**config.mk**
```make
export PLATFORM = sky130hd
export DESIGN_NAME = alu_op_sequencer
export DESIGN_NICKNAME = d
export VERILOG_FILES = /design/src/rtl/alu_op_sequencer.sv
export SDC_FILE = /design/constraint.sdc
export NUM_CORES = 1
export LEC_CHECK = 0
export ABC_AREA = 0
export CORE_UTILIZATION = 40
export CTS_BUF_LIST = sky130_fd_sc_hd__clkbuf_4
export DETAILED_ROUTE_END_ITERATION = 8
export HOLD_SLACK_MARGIN = 0.03
export PLACE_DENSITY_LB_ADDON = 0.15
export SETUP_SLACK_MARGIN = 0.3
export SYNTH_ARGS = -nofsm -noshare
export SYNTH_HDL_FRONTEND = slang
export SYNTH_SLANG_ARGS = --single-unit
```
**constraint.sdc**
```tcl
create_clock -name Clock -period 2.6 [get_ports Clock]
set_input_delay 0.52 -clock Clock [delete_from_list [all_inputs] [get_ports Clock]]
set_output_delay 0.52 -clock Clock [all_outputs]
set_load 0.01 [all_outputs]
```
**src/rtl/alu_op_sequencer.sv**
```systemverilog
// alu_op_sequencer: drives datapath control strobes for preloads and ALU ops.
// Optional SEQ_SINGLE_STEP_EN: non-IDLE states advance only when step=1.
module alu_op_sequencer #(
  parameter int DATA_W = 32,
  parameter int NUM_REGS = 16,
  localparam int REG_W = $clog2(NUM_REGS)
) (
  input  logic              Clock,
  input  logic              clr,
  output logic              ready,
  input  logic              pre_valid,
  input  logic [REG_W-1:0]  pre_reg,
  input  logic [DATA_W-1:0] pre_data,
  input  logic              start,
  input  logic [DATA_W-1:0] instr,
  input  logic              step,
  output logic              done,
  output logic              PCout,
  output logic              Zlowout,
  output logic              MDRout,
  output logic              MARin,
  output logic              Zin,
  output logic              PCin,
  output logic              MDRin,
  output logic              IRin,
  output logic              Yin,
  output logic              IncPC,
  output logic              Read,
  output logic [NUM_REGS-1:0] Rin,
  output logic [NUM_REGS-1:0] Rout,
  output logic [4:0]        ALU_select,
  output logic [DATA_W-1:0] Mdatain
);

  if (DATA_W < 5 + 3 * REG_W) begin : g_bad_width
    $error("DATA_W too narrow for opcode and three register fields");
  end
  if (NUM_REGS != (1 << REG_W)) begin : g_bad_regs
    $error("NUM_REGS must be a power of two");
  end

  typedef enum logic [3:0] {
    IDLE, LD_A, LD_B, T0, T1, T2, T3, T4, T5
  } state_t;

  state_t state_q, state_d;

  logic [REG_W-1:0]  reg_q;
  logic [DATA_W-1:0] data_q;
  logic [DATA_W-1:0] instr_q;

  logic [4:0]       opcode;
  logic [REG_W-1:0] ra, rb, rc;
  logic             adv;

  assign opcode = instr_q[DATA_W-1 -: 5];
  assign ra = instr_q[DATA_W-6 -: REG_W];
  assign rb = instr_q[DATA_W-6-REG_W -: REG_W];
  assign rc = instr_q[DATA_W-6-2*REG_W -: REG_W];

`ifdef SEQ_SINGLE_STEP_EN
  assign adv = step;
`else
  logic unused_step;
  assign unused_step = step;
  assign adv = 1'b1;
`endif

  // State register and request field capture, only while IDLE.
  always_ff @(posedge Clock or negedge clr) begin
    if (!clr) begin
      state_q <= IDLE;
      reg_q <= '0;
      data_q <= '0;
      instr_q <= '0;
    end else begin
      state_q <= state_d;
      if (state_q == IDLE) begin
        if (pre_valid) begin
          reg_q <= pre_reg;
          data_q <= pre_data;
        end else if (start) begin
          instr_q <= instr;
        end
      end
    end
  end

  // Next-state and per-state control decode.
  always_comb begin
    state_d = state_q;
    ready = 1'b0;
    done = 1'b0;
    PCout = 1'b0;
    Zlowout = 1'b0;
    MDRout = 1'b0;
    MARin = 1'b0;
    Zin = 1'b0;
    PCin = 1'b0;
    MDRin = 1'b0;
    IRin = 1'b0;
    Yin = 1'b0;
    IncPC = 1'b0;
    Read = 1'b0;
    Rin = '0;
    Rout = '0;
    ALU_select = '0;
    Mdatain = '0;
    unique case (state_q)
      IDLE: begin
        ready = 1'b1;
        if (pre_valid) state_d = LD_A;
        else if (start) state_d = T0;
      end
      LD_A: begin
        Mdatain = data_q;
        Read = 1'b1;
        MDRin = 1'b1;
        if (adv) state_d = LD_B;
      end
      LD_B: begin
        MDRout = 1'b1;
        Rin[reg_q] = 1'b1;
        if (adv) state_d = IDLE;
      end
      T0: begin
        PCout = 1'b1;
        MARin = 1'b1;
        IncPC = 1'b1;
        Zin = 1'b1;
        if (adv) state_d = T1;
      end
      T1: begin
        Zlowout = 1'b1;
        PCin = 1'b1;
        Read = 1'b1;
        MDRin = 1'b1;
        Mdatain = instr_q;
        if (adv) state_d = T2;
      end
      T2: begin
        MDRout = 1'b1;
        IRin = 1'b1;
        if (adv) state_d = T3;
      end
      T3: begin
        Rout[rb] = 1'b1;
        Yin = 1'b1;
        if (adv) state_d = T4;
      end
      T4: begin
        Rout[rc] = 1'b1;
        Zin = 1'b1;
        ALU_select = opcode;
        if (adv) state_d = T5;
      end
      T5: begin
        Zlowout = 1'b1;
        Rin[ra] = 1'b1;
        done = 1'b1;
        if (adv) state_d = IDLE;
      end
      default: state_d = IDLE;
    endcase
  end

endmodule

```
==> metrics.csv, run 1 <==
stage,metric,value,unit
status,status,finished with violations,
status,violated checks,setup timing,
timing,worst setup margin,-0.08591,ns
critical_path,Critical Path RT,2.08,ns
place,Placer Congestion,0.8291,
logic_synthesis,Seq cells post-synth,72,
logic_synthesis,syn nets,371,
place,# port buffers,153,
global_routing,vias in the first global route,3355,
routing,via count,3286,
final_layout,Inserted Diodes,0,
logic_synthesis,mean post-synth cell area,12.25,µm²
power,Peak VDD IR,0.4749,mV
power,P_leak,2.666,nW
timing,Worst Clk Skew,0.01441,ns
clock_network,clk root buf,clkbuf_4,
logic_synthesis,top cell type's share of synthesized area,49.37,%
power,pwr dens,1097,nW/µm²
floorplan,FP Rows,34,
global_routing,largest net degree at the start of global routing,73,
clock_network,H-Tree Depth,3,
clock_network,Worst-path clk slew,0.11,ns
logic_synthesis,main area contributors after synthesis,"dfrtp_1 (49%), mux2_2 (21%), a22o_1 (7.9%)",
timing,final setup fails,15,
floorplan,chip height,97.52,µm
logic_synthesis,number of synthesized flops with an enable pin,0,
power,combinational share of power,55.6,%
logic_synthesis,Synth cell types,37,
critical_path,CP max stage delay,0.52,ns
critical_path,"Cell Chain, Critical Path","buf_6, or4b_4, or3_4, o22ai_2, buf_2",
floorplan,core area,8763,µm²
final_layout,share of layout cells above drive strength 1,54.69,%
power,Pwr Total,6.538,mW
timing,Final Slew Violations,0,
routing,Post-route DRC,0,
clock_network,number of buffers created by CTS,9,
routing,1st-pass router iterations,4,
power,cell internal pwr,4.139,mW
logic_synthesis,Post-synth ARST share,100.0,%
place,Placed Instances,562,
routing,Initial DRC Count,115,
flow_run,max-cap check violation count,0,
final_layout,Area growth syn-to-layout,63.32,%
global_routing,number of antenna violations at the first check in global routing,0,
floorplan,Initial Utilization,41.65,%
power,switching power,2.399,mW
floorplan,Die ar.,9510,µm²
timing,crit path time final,2.686,ns
global_routing,gr ovfl total,0,
clock_network,latest clock arrival within the worst-skew pair,0.40,ns
routing,DR WL/cell,17.97,µm
clock_network,CTS tree,yes,
place,DP HPWL,6.935,mm
clock_network,clock buffer depth,2,
timing,max frequency,0.3723,GHz
routing,Detailed Route WL,10.94,mm
critical_path,"Slowest-stage cell, CP",or4b_4,
logic_synthesis,"top cells by count, synth","dfrtp_1 (72), mux2_2 (68), a22o_1 (33), o22ai_1 (29), buf_2 (12)",
timing,slew margin rel.,38.99,%
global_routing,first-pass GRT wire length,16.84,mm
critical_path,Worst Setup Path Type,reg -> out,
logic_synthesis,post-synth top area cell,dfrtp_1,
logic_synthesis,YS warnings,0,
final_layout,fin cells,609,
routing,DR vias/cell,5.396,
logic_synthesis,"count leader, synth",dfrtp_1,
critical_path,critical path capture point type,output pin,
timing,"Hold Violations, Final",0,
logic_synthesis,post-synthesis cell area,3650,µm²
floorplan,# IOs,155,
final_layout,Final #Nets,570,
critical_path,Worst setup SP type,flop,
timing,Worst Tran Pin Value,0.9152,ns
power,Sw Ratio,36.69,%
logic_synthesis,register area share after synthesis,49.37,%
global_routing,total global-route track usage,22.54,%
clock_network,CTS Sinks,72,
hold_path,Hold Path Class,in -> async,
floorplan,Die Wd,97.52,µm
critical_path,CP max FO,4,
power,Flop pwr share,32.9,%
critical_path,Crit path arrival time,2.17,ns
timing,unrepaired setup endpoints after global routing,true,
logic_synthesis,Cells after Synth,298,
logic_synthesis,top_reg_cell synth,dfrtp_1,
routing,Routed Antenna Nets,0,
power,power share of the clock group,11.5,%
timing,Final period util,103.3,%
-- cell type report --
cell class | instances | area (µm²)
multi-input combinational | 204 | 2008
clock inverter | 5 | 72.57
fill | 687 | 2803
timing repair buffer | 208 | 1858
inverter | 2 | 10.01
clock buffer | 10 | 75.07
sequential | 72 | 1802
tap | 108 | 135.1
-- stage by stage --
| step | hold WS (ns) | TNS, ns | cell area (µm²) | utilization (%) | worst slack (ns) |
|---|---|---|---|---|---|
| finish | 0.2375 | -0.5211 | 5961 | 68.02 | -0.08591 |
| global route | 0.2865 | -4.203 | 5961 | 68.02 | -0.2003 |
| CTS | 0.2504 | -1.327 | 5748 | 65.59 | -0.09987 |
| detailed placement | 0.4936 | -0.1113 | 5426 | 61.92 | -0.03673 |
| global placement | 0.4876 | -0.06654 | 5426 | 61.92 | -0.03848 |
| floorplan | 0.2244 | 0 | 3650 | - | 0.4058 |
-- power groups by stage --
| stage | clock (mW) | combinational (mW) | sequential, mW |
|---|---|---|---|
| 2_1_floorplan | 0 | 1.80 | 2.01 |
| 3_3_place_gp | 0 | 3.04 | 2.08 |
| 3_5_place_dp | 0 | 3.09 | 2.13 |
| 4_1_cts | 0.776 | 3.37 | 2.12 |
| 5_1_grt | 0.822 | 3.87 | 2.22 |
| 6_report | 0.754 | 3.64 | 2.15 |
-- metal layers --
layer	vias to the layer above	global-route usage, %	routed length, µm
met1	1624	27.09	4279
met3	11	6.763	801
met2	117	38.84	5731
met5	-	0	0
li1	1534	-	-
met4	0	6.674	131
-- path summary, 6_finish.rpt --
kind / endpoint / cells past startpoint / slack [ns] / startpoint
worst max-delay path: Rin[2] / 5 / -0.09 / state_q[2]$_DFFE_PN0P_
worst min-delay path: data_q[5]$_DFFE_PN0P_ / 1 / 0.24 / clr
worst max register to register: instr_q[23]$_DFFE_PN0P_ / 9 / 0.55 / state_q[0]$_DFFE_PN0P_
worst min register to register: instr_q[1]$_DFFE_PN0P_ / 1 / 0.52 / instr_q[1]$_DFFE_PN0P_
max in group asynchronous: instr_q[23]$_DFFE_PN0P_ / 1 / 1.76 / clr
min in group Clock: instr_q[1]$_DFFE_PN0P_ / 1 / 0.52 / instr_q[1]$_DFFE_PN0P_
-- sequential cells by signal, summed over array words and instances, names as in the netlist --
register and flops:
state_q 4, reg_q 4, instr_q 32, data_q 32
-- critical path, delay by kind of cell, from the launching register on --
kind / cells / cell delay, ns
DFF: 1 / 0.42
AOI/OAI and AO/OA: 1 / 0.17
and+or+nand+nor: 2 / 0.90
buffers and inverters: 2 / 0.28
-- cell usage in the layout, fill, tap and decap left out, types with 2 or more instances in the layout --
cell             netlist  final
mux2_2                68     68
o22ai_2                0     22
clkinv_1               0      2
or3_4                  1      2
bufinv_16              0      2
nand2_2                1      3
and2_4                 0      5
dfrtp_1               72     72
or4b_4                 1      2
o22ai_1               29      7
nor3_4                 0      2
nor4b_1                2      2
buf_2                 12     61
nand3_4                0      3
buf_16                 0      2
clkbuf_2               0      5
nand2b_4               0      2
clkbuf_4               0     10
nand3b_1              10     10
clkdlybuf4s50_1        0     70
nand2b_1              11      9
nor2_1                 5      4
a22o_1                33     33
buf_12                 0      6
nand2_1                7      5
buf_6                  1     39
buf_8                  0      3
dlygate4sd2_1          0      2
buf_4                  3     20
nor3b_1                2      2
or2_2                  5      4
-- cell families after synthesis --
family,share of synthesized area [%]
mux,20.98
buf+inv,3.188
flops,49.37
compound gates,14.06
xor+xnor,0.2400
simple gates,12.17
-- repair_timing --
item,CTS,global route
hold endpoints to repair,0,0
resized for setup,346,75
hold buffers,0,0
cloned,2,0
buffers inserted,19,11
setup endpoints to repair,82,79
pin swaps,28,45
No activity file was read; power rests on OpenSTA's default activity.
==> run 2: changes to the inputs <==
--- a/config.mk
+++ b/config.mk
@@ -6,9 +6,10 @@
 export NUM_CORES = 1
 export LEC_CHECK = 0
 export ABC_AREA = 0
-export CORE_UTILIZATION = 40
+export CORE_UTILIZATION = 39
 export CTS_BUF_LIST = sky130_fd_sc_hd__clkbuf_4
 export DETAILED_ROUTE_END_ITERATION = 8
+export DONT_BUFFER_PORTS = 1
 export HOLD_SLACK_MARGIN = 0.03
 export PLACE_DENSITY_LB_ADDON = 0.15
 export SETUP_SLACK_MARGIN = 0.3
==> metrics.csv, run 2 (synthesized netlist as in run 1, its figures left out) <==
stage,metric,value,unit
status,status,completed,
final_layout,"commonest non-fill, non-tap cell in the layout",dfrtp_1,
critical_path,R2R cell count,7,
critical_path,Worst setup SP type,flop,
timing,Final Slew Violations,0,
global_routing,total global-route track usage,22.77,%
critical_path,Worst setup endpoint,Rin[2],
timing,crit path time final,2.586,ns
final_layout,Final #Nets,420,
timing,Worst Clk Skew,0.01004,ns
timing,Worst Tran Pin Value,0.5260,ns
final_layout,share of layout cells above drive strength 1,67.61,%
timing,max frequency,0.3867,GHz
final_layout,Inserted Diodes,0,
routing,Routed Antenna Nets,0,
timing,Final period util,99.46,%
critical_path,CP max stage delay,0.58,ns
clock_network,CTS tree,yes,
routing,via count,2793,
floorplan,# IOs,155,
floorplan,Die Wd,98.74,µm
critical_path,Critical Path RT,2.08,ns
floorplan,core area,8891,µm²
critical_path,Worst Setup Path Type,reg -> out,
critical_path,Reg2Reg Setup Slack,0.45,ns
critical_path,CP max FO,5,
critical_path,"Slowest-stage cell, CP",or4b_4,
place,# port buffers,0,
timing,unrepaired setup endpoints after global routing,true,
floorplan,Initial Utilization,41.05,%
global_routing,number of antenna violations at the first check in global routing,1,
timing,final setup fails,0,
clock_network,Worst-path clk slew,0.12,ns
routing,Detailed Route WL,11.26,mm
power,pwr dens,1322,nW/µm²
routing,DR WL/cell,24.49,µm
power,P_leak,2.188,nW
routing,1st-pass router iterations,4,
clock_network,number of buffers created by CTS,9,
final_layout,Area growth syn-to-layout,48.37,%
routing,Post-route DRC,0,
timing,Hold WS,0.2475,ns
final_layout,Final Core Density,60.91,%
hold_path,Hold Path Class,in -> reg,
final_layout,Top Registers,"data_q x32, instr_q x32",
global_routing,first-pass GRT wire length,16.42,mm
routing,Initial DRC Count,119,
global_routing,largest net degree at the start of global routing,73,
floorplan,chip height,98.74,µm
clock_network,clock buffer depth,2,
floorplan,Die ar.,9750,µm²
place,Placer Congestion,0.7308,
critical_path,"Cell Chain, Critical Path","or4b_4, or3_4, o22ai_4",
critical_path,RR Endpoint,instr_q[12]$_DFFE_PN0P_,
final_layout,"commonest non-fill, non-tap cells in the layout","dfrtp_1 (69), mux2_2 (68), a22o_4 (32), buf_4 (25), o22ai_4 (20)",
clock_network,latest clock arrival within the worst-skew pair,0.41,ns
critical_path,critical path capture point type,output pin,
place,DP HPWL,5.995,mm
critical_path,CP Launch Point,state_q[2]$_DFFE_PN0P_,
timing,slew margin rel.,64.93,%
power,Peak VDD IR,0.5888,mV
critical_path,Crit path arrival time,2.07,ns
clock_network,H-Tree Depth,3,
global_routing,vias in the first global route,2907,
global_routing,gr ovfl total,0,
clock_network,clk root buf,clkbuf_4,
critical_path,reg2reg start,state_q[1]$_DFFE_PN0P_,
floorplan,FP Rows,34,
flow_run,max-cap check violation count,0,
clock_network,CTS Sinks,72,
timing,"Hold Violations, Final",0,
routing,DR vias/cell,6.072,
==> run 2: repair_timing <==
action	CTS	global route
endpoints found under the setup margin	71	96
setup buffers	29	9
resized for setup	116	29
cloned	7	1
hold endpoints to repair	72	0
hold buffers	2	0
pin swaps	25	34
==> run 2: layout make-up <==
class | count | area (µm²)
Fill cell | 691 | 3476
Multi-Input combinational cell | 204 | 2511
Sequential cell | 72 | 1805
Timing Repair Buffer | 58 | 744.5
Tap cell | 108 | 135.1
Clock inverter | 6 | 131.4
Clock buffer | 10 | 75.07
Inverter | 2 | 12.51
==> run 2: metal layers <==
metal / share of wire, % / global-route usage (%) / wire length [µm]
met1: 41 / 27.44 / 4624
met2: 51 / 38.57 / 5709
met3: 6.5 / 6.454 / 736
met4: 1.7 / 8.840 / 193
met5: 0 / 0 / 0
==> run 2: critical path: cells and delay by family, from the launching register on <==
| kind | cells | cell delay, ns |
|---|---|---|
| and+or+nand+nor | 2 | 1.00 |
| DFF | 1 | 0.47 |
| AOI/OAI and AO/OA | 1 | 0.20 |
==> run 2: metrics by stage <==
step / std cells / cell area (µm²) / setup slack, ns / setup TNS (ns) / power [mW]
floorplan: 298 / 3650 / 0.4058 / 0 / 3.803
global placement: 396 / 3787 / 0.3078 / 0 / 4.258
detailed placement: 396 / 3787 / 0.2884 / 0 / 4.321
CTS: 450 / 5154 / 0.009040 / 0 / 6.837
global route: 460 / 5415 / -0.07486 / -0.8630 / 7.516
finish: 460 / 5415 / 0.01392 / 0 / 7.157
==> run 2: power breakdown <==
part	leakage (nW)	internal (mW)	switching (mW)
registers	0.859	1.69	0.585
logic	1.22	2.08	1.81
clock network	0.104	0.592	0.394
==> run 2: worst min path at each step <==
| stage | cells after the start | end | slack (ns) | from |
|---|---|---|---|---|
| 5_1_grt | 1 | data_q[15]$_DFFE_PN0P_ | 0.20 | pre_data[15] |
| 2_1_floorplan | 0 | data_q[0]$_DFFE_PN0P_ | 0.22 | clr |
| 3_3_place_gp | 0 | data_q[2]$_DFFE_PN0P_ | 0.23 | clr |
| 4_1_cts | 1 | instr_q[18]$_DFFE_PN0P_ | 0.21 | instr[18] |
| 6_report | 1 | instr_q[18]$_DFFE_PN0P_ | 0.25 | instr[18] |
| 3_5_place_dp | 0 | instr_q[7]$_DFFE_PN0P_ | 0.23 | clr |
